## src/rtl/sram_port_arbiter_if.sv

```systemverilog
// ---------------------------------------------------------------------------
// sram_port_arbiter_if
//
// Purpose: bundles every request, response and SRAM signal of the
// fetch/data SRAM port arbiter so the arbiter and its environment connect
// through one port.
//
// Signal groups:
//   fetch_req_valid/ready/addr, fetch_flush  instruction read requests
//   fetch_rsp_valid/data                      instruction responses
//   data_req_valid/ready/addr/write/wdata/wstrb  load/store requests
//   data_rsp_valid/data                       load responses
//   sram_enable/write_enable/address/write_data/byte_enable, sram_read_data
//                                              single-port SRAM side
//
// Handshake: a request transfers in the cycle where valid && ready. ready is
// a combinational grant for that same cycle. While valid && !ready the
// requester holds all request fields stable. Responses (*_rsp_valid) have no
// ready; the requester must take them in the cycle they appear.
//
// Modports:
//   slave  - the arbiter
//   master - the requesters plus the SRAM (the environment)
// ---------------------------------------------------------------------------
interface sram_port_arbiter_if #(
   parameter int ADDR_WIDTH = 32,
   parameter int DATA_WIDTH = 32
);
   logic                      fetch_req_valid;
   logic                      fetch_req_ready;
   logic [ADDR_WIDTH-1:0]     fetch_req_addr;
   logic                      fetch_flush;
   logic                      fetch_rsp_valid;
   logic [DATA_WIDTH-1:0]     fetch_rsp_data;

   logic                      data_req_valid;
   logic                      data_req_ready;
   logic [ADDR_WIDTH-1:0]     data_req_addr;
   logic                      data_req_write;
   logic [DATA_WIDTH-1:0]     data_req_wdata;
   logic [DATA_WIDTH/8-1:0]   data_req_wstrb;
   logic                      data_rsp_valid;
   logic [DATA_WIDTH-1:0]     data_rsp_data;

   logic                      sram_enable;
   logic                      sram_write_enable;
   logic [ADDR_WIDTH-3:0]     sram_address;
   logic [DATA_WIDTH-1:0]     sram_write_data;
   logic [DATA_WIDTH/8-1:0]   sram_byte_enable;
   logic [DATA_WIDTH-1:0]     sram_read_data;

   modport slave (
      input  fetch_req_valid, fetch_req_addr, fetch_flush,
      input  data_req_valid, data_req_addr, data_req_write,
      input  data_req_wdata, data_req_wstrb,
      input  sram_read_data,
      output fetch_req_ready, fetch_rsp_valid, fetch_rsp_data,
      output data_req_ready, data_rsp_valid, data_rsp_data,
      output sram_enable, sram_write_enable, sram_address,
      output sram_write_data, sram_byte_enable
   );

   modport master (
      output fetch_req_valid, fetch_req_addr, fetch_flush,
      output data_req_valid, data_req_addr, data_req_write,
      output data_req_wdata, data_req_wstrb,
      output sram_read_data,
      input  fetch_req_ready, fetch_rsp_valid, fetch_rsp_data,
      input  data_req_ready, data_rsp_valid, data_rsp_data,
      input  sram_enable, sram_write_enable, sram_address,
      input  sram_write_data, sram_byte_enable
   );
endinterface

```

## src/rtl/sram_port_arbiter.sv

```systemverilog
// ---------------------------------------------------------------------------
// sram_port_arbiter
//
// Purpose: shares one single-port SRAM with 1-cycle read latency between
// the fetch stage (instruction reads) and the memory stage (loads/stores).
// At most one request is granted per cycle. The data port wins by default;
// a saturating streak counter hands the slot to a waiting fetch after
// MAX_DATA_STREAK consecutive data wins (0 disables this, giving strict data
// priority). Read responses are steered back to the requester that issued
// them; fetch_flush drops an in-flight instruction response.
//
// Ports:
//   clk  - clock
//   rst  - asynchronous, active-low reset
//   bus  - sram_port_arbiter_if.slave carrying both request ports, both
//          response ports and the SRAM interface
//
// Parameters:
//   ADDR_WIDTH       byte-address width of both request ports
//   DATA_WIDTH       SRAM word width (multiple of 8)
//   MAX_DATA_STREAK  data grants allowed in a row while fetch waits
// ---------------------------------------------------------------------------
module sram_port_arbiter #(
   parameter int ADDR_WIDTH      = 32,
   parameter int DATA_WIDTH      = 32,
   parameter int MAX_DATA_STREAK = 4
) (
   input  logic                      clk,
   input  logic                      rst,
   sram_port_arbiter_if.slave        bus
);

   localparam int BE_WIDTH = DATA_WIDTH / 8;
   // A zero streak limit still needs a 1-bit counter to keep the code regular.
   localparam int STREAK_W = (MAX_DATA_STREAK < 1) ? 1 : $clog2(MAX_DATA_STREAK + 1);
   localparam logic [STREAK_W-1:0] STREAK_MAX = STREAK_W'(MAX_DATA_STREAK);
   localparam bit FAIRNESS_ON = (MAX_DATA_STREAK != 0);

   typedef enum logic {
      OWNER_FETCH = 1'b0,
      OWNER_DATA  = 1'b1
   } owner_e;

   // Registered state
   logic                rsp_pending_q, rsp_pending_d;
   owner_e              rsp_owner_q,   rsp_owner_d;
   logic [STREAK_W-1:0] streak_q,      streak_d;

   // Arbitration terms
   logic fetch_eligible;
   logic fetch_forced;
   logic grant_data;
   logic grant_fetch;
   logic grant_read;

   // Word addressing drops the byte offset; these bits are intentionally unused.
   logic unused_addr_bits;
   assign unused_addr_bits = ^{bus.fetch_req_addr[1:0], bus.data_req_addr[1:0]};

   // ------------------------------------------------------------------------
   // Grant decision. Grants are gated with rst so that nothing is issued to
   // the SRAM while reset is asserted, even though the decision itself is
   // combinational.
   // ------------------------------------------------------------------------
   always_comb begin
      fetch_eligible = bus.fetch_req_valid && !bus.fetch_flush;
      // Fetch takes the slot once data has won STREAK_MAX times in a row.
      fetch_forced   = FAIRNESS_ON && fetch_eligible && (streak_q >= STREAK_MAX);
      grant_data     = rst && bus.data_req_valid && !fetch_forced;
      grant_fetch    = rst && fetch_eligible && !grant_data;
      grant_read     = grant_fetch || (grant_data && !bus.data_req_write);
   end

   assign bus.fetch_req_ready = grant_fetch;
   assign bus.data_req_ready  = grant_data;

   // ------------------------------------------------------------------------
   // SRAM drive from the granted request; all zero when idle.
   // ------------------------------------------------------------------------
   always_comb begin
      bus.sram_enable       = 1'b0;
      bus.sram_write_enable = 1'b0;
      bus.sram_address      = '0;
      bus.sram_write_data   = '0;
      bus.sram_byte_enable  = '0;
      if (grant_data) begin
         bus.sram_enable  = 1'b1;
         bus.sram_address = bus.data_req_addr[ADDR_WIDTH-1:2];
         if (bus.data_req_write) begin
            bus.sram_write_enable = 1'b1;
            bus.sram_write_data   = bus.data_req_wdata;
            bus.sram_byte_enable  = bus.data_req_wstrb;
         end else begin
            bus.sram_byte_enable  = {BE_WIDTH{1'b1}};
         end
      end else if (grant_fetch) begin
         bus.sram_enable      = 1'b1;
         bus.sram_address     = bus.fetch_req_addr[ADDR_WIDTH-1:2];
         bus.sram_byte_enable = {BE_WIDTH{1'b1}};
      end
   end

   // ------------------------------------------------------------------------
   // Next-state: response tracking and streak counter.
   // ------------------------------------------------------------------------
   always_comb begin
      rsp_pending_d = grant_read;
      rsp_owner_d   = rsp_owner_q;
      if (grant_data && !bus.data_req_write) begin
         rsp_owner_d = OWNER_DATA;
      end else if (grant_fetch) begin
         rsp_owner_d = OWNER_FETCH;
      end

      // The streak only measures data wins that made a live fetch wait.
      streak_d = streak_q;
      if (grant_fetch || !fetch_eligible) begin
         streak_d = '0;
      end else if (grant_data && (streak_q < STREAK_MAX)) begin
         streak_d = streak_q + 1'b1;
      end
   end

   always_ff @(posedge clk or negedge rst) begin
      if (!rst) begin
         rsp_pending_q <= 1'b0;
         rsp_owner_q   <= OWNER_FETCH;
         streak_q      <= '0;
      end else begin
         rsp_pending_q <= rsp_pending_d;
         rsp_owner_q   <= rsp_owner_d;
         streak_q      <= streak_d;
      end
   end

   // ------------------------------------------------------------------------
   // Response steering. The flush masks only the fetch response; a data
   // response in the same cycle still goes out.
   // ------------------------------------------------------------------------
   always_comb begin
      bus.fetch_rsp_valid = rsp_pending_q && (rsp_owner_q == OWNER_FETCH) && !bus.fetch_flush;
      bus.data_rsp_valid  = rsp_pending_q && (rsp_owner_q == OWNER_DATA);
      bus.fetch_rsp_data  = bus.fetch_rsp_valid ? bus.sram_read_data : '0;
      bus.data_rsp_data   = bus.data_rsp_valid  ? bus.sram_read_data : '0;
   end

endmodule
```

## src/flat_wrapper.sv

```systemverilog
// flat-port wrapper written by rule: the top's interface ports become plain ports
module sram_port_arbiter_flat 
#(
   parameter int ADDR_WIDTH      = 32,
   parameter int DATA_WIDTH      = 32,
   parameter int MAX_DATA_STREAK = 4
)
  (clk, rst, bus_fetch_req_valid, bus_fetch_req_addr, bus_fetch_flush, bus_data_req_valid, bus_data_req_addr, bus_data_req_write, bus_data_req_wdata, bus_data_req_wstrb, bus_sram_read_data, bus_fetch_req_ready, bus_fetch_rsp_valid, bus_fetch_rsp_data, bus_data_req_ready, bus_data_rsp_valid, bus_data_rsp_data, bus_sram_enable, bus_sram_write_enable, bus_sram_address, bus_sram_write_data, bus_sram_byte_enable);
  sram_port_arbiter_if #(.ADDR_WIDTH(ADDR_WIDTH), .DATA_WIDTH(DATA_WIDTH)) bus_i ();
  input  logic clk;
  input  logic rst;
  input wire logic [$bits(bus_i.fetch_req_valid)-1:0] bus_fetch_req_valid;
  input wire logic [$bits(bus_i.fetch_req_addr)-1:0] bus_fetch_req_addr;
  input wire logic [$bits(bus_i.fetch_flush)-1:0] bus_fetch_flush;
  input wire logic [$bits(bus_i.data_req_valid)-1:0] bus_data_req_valid;
  input wire logic [$bits(bus_i.data_req_addr)-1:0] bus_data_req_addr;
  input wire logic [$bits(bus_i.data_req_write)-1:0] bus_data_req_write;
  input wire logic [$bits(bus_i.data_req_wdata)-1:0] bus_data_req_wdata;
  input wire logic [$bits(bus_i.data_req_wstrb)-1:0] bus_data_req_wstrb;
  input wire logic [$bits(bus_i.sram_read_data)-1:0] bus_sram_read_data;
  output wire logic [$bits(bus_i.fetch_req_ready)-1:0] bus_fetch_req_ready;
  output wire logic [$bits(bus_i.fetch_rsp_valid)-1:0] bus_fetch_rsp_valid;
  output wire logic [$bits(bus_i.fetch_rsp_data)-1:0] bus_fetch_rsp_data;
  output wire logic [$bits(bus_i.data_req_ready)-1:0] bus_data_req_ready;
  output wire logic [$bits(bus_i.data_rsp_valid)-1:0] bus_data_rsp_valid;
  output wire logic [$bits(bus_i.data_rsp_data)-1:0] bus_data_rsp_data;
  output wire logic [$bits(bus_i.sram_enable)-1:0] bus_sram_enable;
  output wire logic [$bits(bus_i.sram_write_enable)-1:0] bus_sram_write_enable;
  output wire logic [$bits(bus_i.sram_address)-1:0] bus_sram_address;
  output wire logic [$bits(bus_i.sram_write_data)-1:0] bus_sram_write_data;
  output wire logic [$bits(bus_i.sram_byte_enable)-1:0] bus_sram_byte_enable;
  assign bus_i.fetch_req_valid = bus_fetch_req_valid;
  assign bus_i.fetch_req_addr = bus_fetch_req_addr;
  assign bus_i.fetch_flush = bus_fetch_flush;
  assign bus_i.data_req_valid = bus_data_req_valid;
  assign bus_i.data_req_addr = bus_data_req_addr;
  assign bus_i.data_req_write = bus_data_req_write;
  assign bus_i.data_req_wdata = bus_data_req_wdata;
  assign bus_i.data_req_wstrb = bus_data_req_wstrb;
  assign bus_i.sram_read_data = bus_sram_read_data;
  assign bus_fetch_req_ready = bus_i.fetch_req_ready;
  assign bus_fetch_rsp_valid = bus_i.fetch_rsp_valid;
  assign bus_fetch_rsp_data = bus_i.fetch_rsp_data;
  assign bus_data_req_ready = bus_i.data_req_ready;
  assign bus_data_rsp_valid = bus_i.data_rsp_valid;
  assign bus_data_rsp_data = bus_i.data_rsp_data;
  assign bus_sram_enable = bus_i.sram_enable;
  assign bus_sram_write_enable = bus_i.sram_write_enable;
  assign bus_sram_address = bus_i.sram_address;
  assign bus_sram_write_data = bus_i.sram_write_data;
  assign bus_sram_byte_enable = bus_i.sram_byte_enable;
  sram_port_arbiter #(.ADDR_WIDTH(ADDR_WIDTH), .DATA_WIDTH(DATA_WIDTH), .MAX_DATA_STREAK(MAX_DATA_STREAK)) u_core (.clk(clk), .rst(rst), .bus(bus_i));
endmodule
```

## config.mk

```make
export PLATFORM = sky130hd
export DESIGN_NAME = sram_port_arbiter_flat
export DESIGN_NICKNAME = d
export VERILOG_FILES = /design/src/rtl/sram_port_arbiter_if.sv /design/src/rtl/sram_port_arbiter.sv /design/src/flat_wrapper.sv
export SDC_FILE = /design/constraint.sdc
export NUM_CORES = 1
export LEC_CHECK = 0
export CORE_AREA = 10 10 97 99
export CTS_BUF_LIST = sky130_fd_sc_hd__clkbuf_8
export DETAILED_ROUTE_END_ITERATION = 8
export DIE_AREA = 0 0 107 109
export DONT_BUFFER_PORTS = 1
export PLACE_DENSITY_LB_ADDON = 0.2
export SYNTH_ARGS = -nofsm -noshare
export SYNTH_HDL_FRONTEND = slang
export SYNTH_SLANG_ARGS = --single-unit
```

## constraint.sdc

```tcl
create_clock -name clk -period 1.3 [get_ports clk]
set_input_delay 0.195 -clock clk [delete_from_list [all_inputs] [get_ports clk]]
set_output_delay 0.195 -clock clk [all_outputs]
set_load 0.01 [all_outputs]
```

== Word-level counts from Yosys, hierarchy flattened ==
Cells that the tools add are included.
Operators by class
  add/sub/neg operators: 1
  order comparisons: 2
  multiplexer cells: 17
  bitwise operators: 1
  reduce and logical (&&, ||, !) cells: 20
Operators with widths (count)
  32-bit 2-to-1 mux: 4
  30-bit 2-to-1 mux: 2
  4-bit 2-to-1 mux: 3
  1-bit logical AND: 11
  1-bit 2-to-1 mux: 6
  3-bit 2-to-1 mux: 2
  1-bit logical NOT: 5
  2-bit nonzero test: 2
  3-bit by 1-bit adder with 3-bit output (second input constant): 1
  3-bit greater-or-equal comparator (second input constant): 1
  3-bit less-than comparator (second input constant): 1
  1-bit logical OR: 2
  1-bit inverter: 1
Storage, ports and cells
  flip-flop bits (word level): 5
  bits of input ports: 138

== Longest topological paths before layout ==
Gate-level depths: netlist (run 1).
  depth in word-level cells: 9
  depth in mapped cells: 5

== Worst setup path after synthesis (run 1) ==
OpenSTA, ideal clock, no wires.
  path kind: flip-flop to output port
  from: register u_core.rsp_owner_q
  to: output port bus_fetch_rsp_data[12]
  arrival time: 1.187 ns
  path slack: -0.082 ns
  cell stages (with the launch flop): 4
  path buffers: 1
  cells stage by stage: dfrtp_1 -> nor3b_2 -> clkbuf_1 -> and2_1
On the way
  word-level cells in the longest chain between the ends: 4
Ends and longest elaborated chain
  start, declared: line sram_port_arbiter.sv:46  | owner_e rsp_owner_q, rsp_owner_d;
  start signal, assigned: line sram_port_arbiter.sv:131  | rsp_owner_q <= rsp_owner_d;
  1-bit inverter: line sram_port_arbiter.sv:141  | bus.fetch_rsp_valid = rsp_pending_q && (rsp_owner_q == OWNER_FETCH) && !bus.fetch_flush;
  1-bit logical AND (2 in a row): line sram_port_arbiter.sv:141
  via bus_fetch_rsp_valid: line flat_wrapper.sv:22  | output wire logic [$bits(bus_i.fetch_rsp_valid)-1:0] bus_fetch_rsp_valid;
  32-bit 2-to-1 mux: line sram_port_arbiter.sv:143  | bus.fetch_rsp_data = bus.fetch_rsp_valid ? bus.sram_read_data : '0;
  end, declared: line flat_wrapper.sv:23  | output wire logic [$bits(bus_i.fetch_rsp_data)-1:0] bus_fetch_rsp_data;
The timed path passes the listed nets, and every way through them passes these cells.

== Final worst setup path (run 1) ==
  from: register u_core.streak_q[2]
  to: output port bus_sram_address[26]
On the way
  word-level cells in the longest chain between the ends: 8
Ends and longest elaborated chain
  start, declared: line sram_port_arbiter.sv:47  | logic [STREAK_W-1:0] streak_q, streak_d;
  start signal, assigned: line sram_port_arbiter.sv:132  | streak_q <= streak_d;
  3-bit greater-or-equal comparator (*): line sram_port_arbiter.sv:68  | fetch_forced = FAIRNESS_ON && fetch_eligible && (streak_q >= STREAK_MAX);
  1-bit logical AND (*): line sram_port_arbiter.sv:68
  1-bit logical NOT (*): line sram_port_arbiter.sv:69  | grant_data = rst && bus.data_req_valid && !fetch_forced;
  1-bit logical AND (*): line sram_port_arbiter.sv:69
  1-bit logical NOT: line sram_port_arbiter.sv:70  | grant_fetch = rst && fetch_eligible && !grant_data;
  1-bit logical AND: line sram_port_arbiter.sv:70
  30-bit 2-to-1 mux: line sram_port_arbiter.sv:96  | end else if (grant_fetch) begin
  30-bit 2-to-1 mux (*): line sram_port_arbiter.sv:86  | if (grant_data) begin
  end, declared: line flat_wrapper.sv:29  | output wire logic [$bits(bus_i.sram_address)-1:0] bus_sram_address;
Every way passes the cells marked *; elsewhere a longest branch is shown, timed or not.

==> flow_summary_export.csv, run 1 <==
group,metric,value,unit
run_status,status,"finished, violations left",
run_status,violations,"setup timing",
sta,max_freq,0.619,GHz
floorplan,die_h,109,um
hold_path,hold_end,"u_core.streak_q[1]",
detailed_routing,drt_iter0_drc,105,
final_layout,area_growth,46.5,%
sta,hold_viol_final,0,
clocking,cts.htree.levels,1,
placement,portBuffers,0,
hold_path,whs_path_depth,2,
sta,worstMarginPinSlew,0.333,ns
worst_setup_path,reg2reg_from,"u_core.streak_q[2]",
placement,dp_slack,-0.0748,ns
detailed_routing,final_antenna_net_count,0,
clocking,cts_tree,"built",
clocking,cts_sinks,5,
pwr,irDropWorstVdd,0.256,mV
sta,setup_violations,103,
global_routing,antenna_found_initial,0,
clocking,cts.clk_slew.worst_paths,0.04,ns
global_routing,grt_pass1_vias,1712,
floorplan,die-area,11700,um2
detailed_routing,routed_wl,8.60,mm
detailed_routing,vias,1624,
clocking,numCtsBuffers,3,
detailed_routing,via_per_inst,5.49,
sta,rsz0062_at_grt,"true",
global_routing,grt_pass1_wl,10.7,mm
flow_run,cap_violations,0,
sta,finalCritPeriodShare,124,%
worst_setup_path,worstPathMaxFanout,8,
clocking,cts-root-buf,"clkbuf_8",
synthesis,synth_warnings,0,
pwr,swShare,38.5,%
synthesis,async_flop_share,100,%
synthesis,synth.lib_cells_used.distinct,24,
worst_setup_path,crit_path_top_delay_cell,"dfrtp_2",
floorplan,core,7530,um2
pwr,seq_power_share,18.3,%
global_routing,global_route.overflow_total,0,
worst_setup_path,critPathArrivalTime,1.42,ns
pwr,net-switching-power,0.371,mW
worst_setup_path,worstSetupStartpointType,"register",
synthesis,syn_inst,187,
floorplan,die_w,107,um
worst_setup_path,worstSetupPathType,"reg2out",
final_layout,drive_above_1_share,42.8,%
synthesis,synthTopCellsByCount,"and3_1 (64), and2_1 (34), a22o_1 (30)",
floorplan,row_count,32,
synthesis,synth_top_cell_area_share,30.3,%
synthesis,syn-num-nets,326,
final_layout,antennaDiodeCount,0,
worst_setup_path,crit_family,"flip-flops",
sta,finClkSkew,0.00373,ns
synthesis,netlist_area,1320,um2
worst_setup_path,regToRegSetupSlack,-0.02,ns
placement,dp.cells,279,
detailed_routing,dr.pass1.iters,4,
synthesis,synth_edf_count,0,
clocking,clock_path_buffers,2,
pwr,p_total,0.964,mW
detailed_routing,drc_errors,0,
synthesis,synth_area_per_cell,7.06,um2
sta,setup_slack,-0.315,ns
hold_path,holdCritStartpoint,"rst",
worst_setup_path,cp_cell_sequence,"nor2b_4 -> nor3b_4 -> buf_4 -> clkbuf_16 -> a22o_4",
synthesis,yosys_register_bits,5,
global_routing,grt_max_degree,70,
worst_setup_path,r2r_cells,6,
pwr,clkPwrFrac,29.2,%
placement,routabilityCongestion,0.768,
synthesis,synth-main-ff-cell,"dfrtp_1",
final_layout,nNetsFinal,334,
final_layout,fillCellCount,808,
floorplan,num_io_pins,274,
synthesis,synth.area.top_cells,"and3_1 (30%), a22o_1 (20%), and2_1 (16%), dfrtp_1 (9.5%), clkbuf_1 (4.0%)",
detailed_routing,wl_per_cell,29.1,um
floorplan,initial_core_util,17.5,%
worst_setup_path,cp.required,1.11,ns
worst_setup_path,end_kind,"output port",
worst_setup_path,crit_buf_inv,2,
sta,fin_crit,1.62,ns
worst_setup_path,startpoint,"u_core.streak_q[2]",
worst_setup_path,r2r-end,"u_core.rsp_owner_q",
final_layout,multi_input_area,1250,um2
pwr,p_leak,1.02,nW
worst_setup_path,slowest_delay,0.44,ns
global_routing,grt_usage,11.3,%
pwr,comb_power_share,52.5,%
placement,dp_hpwl,6.58,mm
final_layout,register_area,128,um2
clocking,clock_latency,0.22,ns
hold_path,min_path_type,"in2reg",
sta,slew_violations,0,
pwr,internal-power,0.593,mW
synthesis,yosys.area.top_type,"and3_1",
final_layout,stdcell_count,296,
pwr,power_density,499,nW/um2
synthesis,synth.most_common_cell,"and3_1",
synthesis,synth.yosys.seq_area_share,9.48,%
sta,slew_headroom,77.7,%
==> registers in the layout (all words and copies together), names as in the netlist <==
name and count:
u_core.rsp_owner_q 1, u_core.rsp_pending_q 1, u_core.streak_q 3
==> logic make-up after synthesis <==
kind of cell | after synthesis | synth area share (%)
simple gates | 111 | 53.1
fa+ha+maj | 1 | 0.948
buf+inv | 29 | 10.6
flops | 5 | 9.48
compound gates | 41 | 25.9
==> power groups by stage <==
stage,Clock (mW),Combinational [mW],Sequential [mW]
floorplan,0,0.321,0.176
global placement,0,0.404,0.172
detailed placement,0,0.405,0.172
CTS,0.293,0.470,0.175
global route,0.304,0.546,0.177
finish,0.281,0.507,0.176
==> metrics by stage <==
step	util, %	TNS, ns	area [um2]	hold slack (ns)
floorplan	-	-0.574	1320	-0.101
global placement	19.6	-1.40	1470	-0.100
detailed placement	19.6	-1.67	1470	-0.100
CTS	23.2	-25.87	1740	0.108
global route	25.7	-31.91	1930	0.118
finish	25.7	-25.65	1930	0.110
==> how the worst max path moves through the flow <==
| stage | cells past startpoint | slack (ns) | endpoint |
|---|---|---|---|
| 2_1_floorplan | 4 | -0.04 | bus_sram_address[21] |
| 3_3_place_gp | 4 | -0.07 | bus_sram_address[23] |
| 3_5_place_dp | 4 | -0.07 | bus_sram_address[23] |
| 4_1_cts | 4 | -0.32 | bus_sram_address[10] |
| 5_1_grt | 5 | -0.36 | bus_sram_address[19] |
| 6_report | 5 | -0.32 | bus_sram_address[26] |
==> worst register-to-register path, stage by stage (launching register included) <==
cell,delay [ns]
dfrtp_2,0.44
nor2b_4,0.16
nor3b_4,0.06
buf_4,0.14
buf_4,0.12
buf_4,0.12
o21ba_2,0.21
==> layout by cell type, fill, tap and decap left out, drive strengths merged, types with 2 or more instances in the layout <==
master	count
a21oi	4
a22o	30
a31oi	4
and2	34
and3	64
buf	21
clkbuf	7
dfrtp	5
inv	7
nand2b	4
nand3	2
nor2b	2
nor3b	2
==> per-layer routing <==
metal,up-vias,wire length (um),track usage (%),share of wire [%]
met2,164,4600,20.9,54
met1,759,2610,10.0,30
met3,8,1300,7.26,15
met5,-,0,0,0
li1,693,-,-,-
met4,0,93,2.90,1.1
==> cell type report <==
type                       count  share of cell area [%]
clock inverter                 1                   0.194
inverter                       6                    1.16
tap                          102                    6.60
sequential                     5                    6.60
multi-input combinational    153                    64.4
timing repair buffer          26                    18.9
clock buffer                   3                    2.13
==> timing repair <==
item,4_1_cts,5_1_grt
cloned,2,5
hold endpoints to repair,5,0
setup buffers,2,4
endpoints found under the setup margin,134,134
pin swaps,17,20
hold buffers,1,0
gates resized for setup,46,14
No activity file was read; power rests on OpenSTA's default activity.
==> inputs of run 2 (changes only) <==
--- a/config.mk
+++ b/config.mk
@@ -11,6 +11,7 @@
 export DIE_AREA = 0 0 107 109
 export DONT_BUFFER_PORTS = 1
 export PLACE_DENSITY_LB_ADDON = 0.2
+export SETUP_SLACK_MARGIN = 0.5
 export SYNTH_ARGS = -nofsm -noshare
 export SYNTH_HDL_FRONTEND = slang
 export SYNTH_SLANG_ARGS = --single-unit
==> constraint.sdc (replaced) <==
create_clock -name clk -period 1.8 [get_ports clk]
set_input_delay 0.27 -clock clk [delete_from_list [all_inputs] [get_ports clk]]
set_output_delay 0.27 -clock clk [all_outputs]
set_load 0.01 [all_outputs]
==> run 2 against run 1 <==
The flow now finishes without violations. Sequential share of layout area decreased by 2.2 points. Combinational power is 16% higher. Clock-buffer cell count unchanged. Routed wire length is 8.2% higher. Hold slack gained 0.084 ns.
==> flow_summary_export.csv, run 2 (synthesis results as in run 1) <==
group,metric,value,unit
hold_path,min_path_type,"in2reg",
clocking,cts-root-buf,"clkbuf_8",
floorplan,row_count,32,
global_routing,antenna_found_initial,0,
detailed_routing,dr.pass1.iters,4,
detailed_routing,final_antenna_net_count,0,
floorplan,core,7530,um2
global_routing,met3_usage,7.85,%
detailed_routing,drc_errors,0,
floorplan,initial_core_util,17.5,%
hold_path,whs_path_depth,2,
clocking,clock_latency,0.22,ns
detailed_routing,routed_wl,9.31,mm
sta,rsz0062_at_grt,"true",
pwr,clkPwrFrac,22.2,%
worst_setup_path,r2r_cells,5,
global_routing,grt_max_degree,40,
worst_setup_path,worstPathMaxFanout,7,
sta,hold_viol_final,0,
global_routing,global_route.overflow_total,0,
floorplan,die-area,11700,um2
final_layout,antennaDiodeCount,0,
global_routing,met1_usage,11.6,%
final_layout,nNetsFinal,350,
worst_setup_path,cp.required,1.53,ns
final_layout,final_common_cell,"and3_4",
detailed_routing,wl_per_cell,29.8,um
pwr,net-switching-power,0.325,mW
placement,portBuffers,0,
run_status,status,"complete, no violations",
final_layout,area_growth,120,%
global_routing,grt_pass1_vias,1890,
worst_setup_path,critPathArrivalTime,1.41,ns
final_layout,largest_reg_flops,3,
sta,slew_violations,0,
pwr,p_leak,1.24,nW
global_routing,grt_pass1_wl,12.2,mm
global_routing,use_met2,24.8,%
detailed_routing,via_per_inst,5.37,
clocking,cts.htree.levels,1,
floorplan,die_h,109,um
pwr,irDropWorstVdd,0.141,mV
sta,finClkSkew,0.00168,ns
sta,finalCritPeriodShare,93.3,%
detailed_routing,vias,1675,
pwr,swShare,35.5,%
placement,routabilityCongestion,0.734,
clocking,numCtsBuffers,3,
pwr,comb_power_share,64.0,%
clocking,clock_path_buffers,2,
floorplan,num_io_pins,274,
sta,fin_tns_setup,0,ns
final_layout,reg_top3,"u_core.streak_q (3), u_core.rsp_owner_q (1), u_core.rsp_pending_q (1)",
final_layout,layout_common_cells,"and3_4 (63), and2_4 (34), a22o_4 (30), buf_6 (13)",
global_routing,grt_usage,13.3,%
sta,fin_crit,1.68,ns
placement,dp_hpwl,6.53,mm
sta,worstMarginPinSlew,0.255,ns
flow_run,cap_violations,0,
pwr,internal-power,0.591,mW
pwr,seq_power_share,13.8,%
sta,slew_headroom,83.0,%
worst_setup_path,worstSetupPathType,"reg2out",
floorplan,die_w,107,um
clocking,cts.clk_slew.worst_paths,0.04,ns
pwr,power_density,316,nW/um2
clocking,cts_tree,"built",
final_layout,drive_above_1_share,87.6,%
detailed_routing,drt_iter0_drc,48,
worst_setup_path,worstSetupStartpointType,"register",
worst_setup_path,end_kind,"output port",
final_layout,largest_register,"u_core.streak_q",
clocking,cts_sinks,5,
sta,hold_slack,0.194,ns
sta,max_freq,0.595,GHz
global_routing,busiest_layer,"met2",
sta,setup_violations,0,
## run 2: power by group through the flow
stage | Combinational (mW) | Sequential [mW] | Clock [mW]
floorplan | 0.258 | 0.127 | 0
global placement | 0.306 | 0.126 | 0
detailed placement | 0.303 | 0.126 | 0
CTS | 0.528 | 0.126 | 0.209
global route | 0.618 | 0.127 | 0.219
finish | 0.586 | 0.126 | 0.203
## run 2: path summary, 6_finish.rpt
kind,startpoint,end,slack [ns]
setup / recovery,u_core.streak_q[2],bus_sram_address[19],0.12
hold / removal,rst,u_core.streak_q[2],0.19
setup reg to reg,u_core.streak_q[2],u_core.rsp_owner_q,0.59
hold reg to reg,u_core.streak_q[1],u_core.streak_q[1],0.54
max in group asynchronous,rst,u_core.rsp_owner_q,1.23
min in group asynchronous,rst,u_core.rsp_pending_q,0.35
## run 2: stage by stage
step / instance area [um2] / power, mW / utilization [%] / worst slack, ns / cells
global placement: 1570 / 0.432 / 20.9 / 0.266 / 273
CTS: 2690 / 0.863 / 35.7 / 0.100 / 303
floorplan: 1480 / 0.385 / - / 0.389 / 187
detailed placement: 1570 / 0.429 / 20.9 / 0.257 / 273
finish: 2900 / 0.916 / 38.5 / 0.120 / 312
global route: 2900 / 0.964 / 38.5 / 0.0766 / 312
## run 2: layout make-up
cell class                 count  area [um2]
tap                          102         128
timing repair buffer          42         764
sequential                     5         128
multi-input combinational    153        1810
fill                         701        4630
inverter                       6        22.5
clock inverter                 1        3.75
clock buffer                   3        41.3
## run 2: routing by layer
metal	vias up	wire, um
li1	729	-
met1	787	2790
met2	153	5100
met3	6	1320
met4	0	104
met5	-	0
## run 2: critical path, cell delays in order, from the launching register on
cell and delay (ns):
dfrtp_2 0.43, nor2b_4 0.15, nor3b_4 0.06, buf_12 0.14
clkbuf_16 0.16, a22o_4 0.23
## run 2: timing repair
| item | CTS | global route |
|---|---|---|
| gates resized for setup | 125 | 6 |
| hold endpoints to repair | 5 | 0 |
| cloned | 10 | 7 |
| setup buffers | 15 | 2 |
| hold buffers | 1 | 0 |
| setup endpoints to repair | 135 | 135 |
| pin swaps | 26 | 33 |
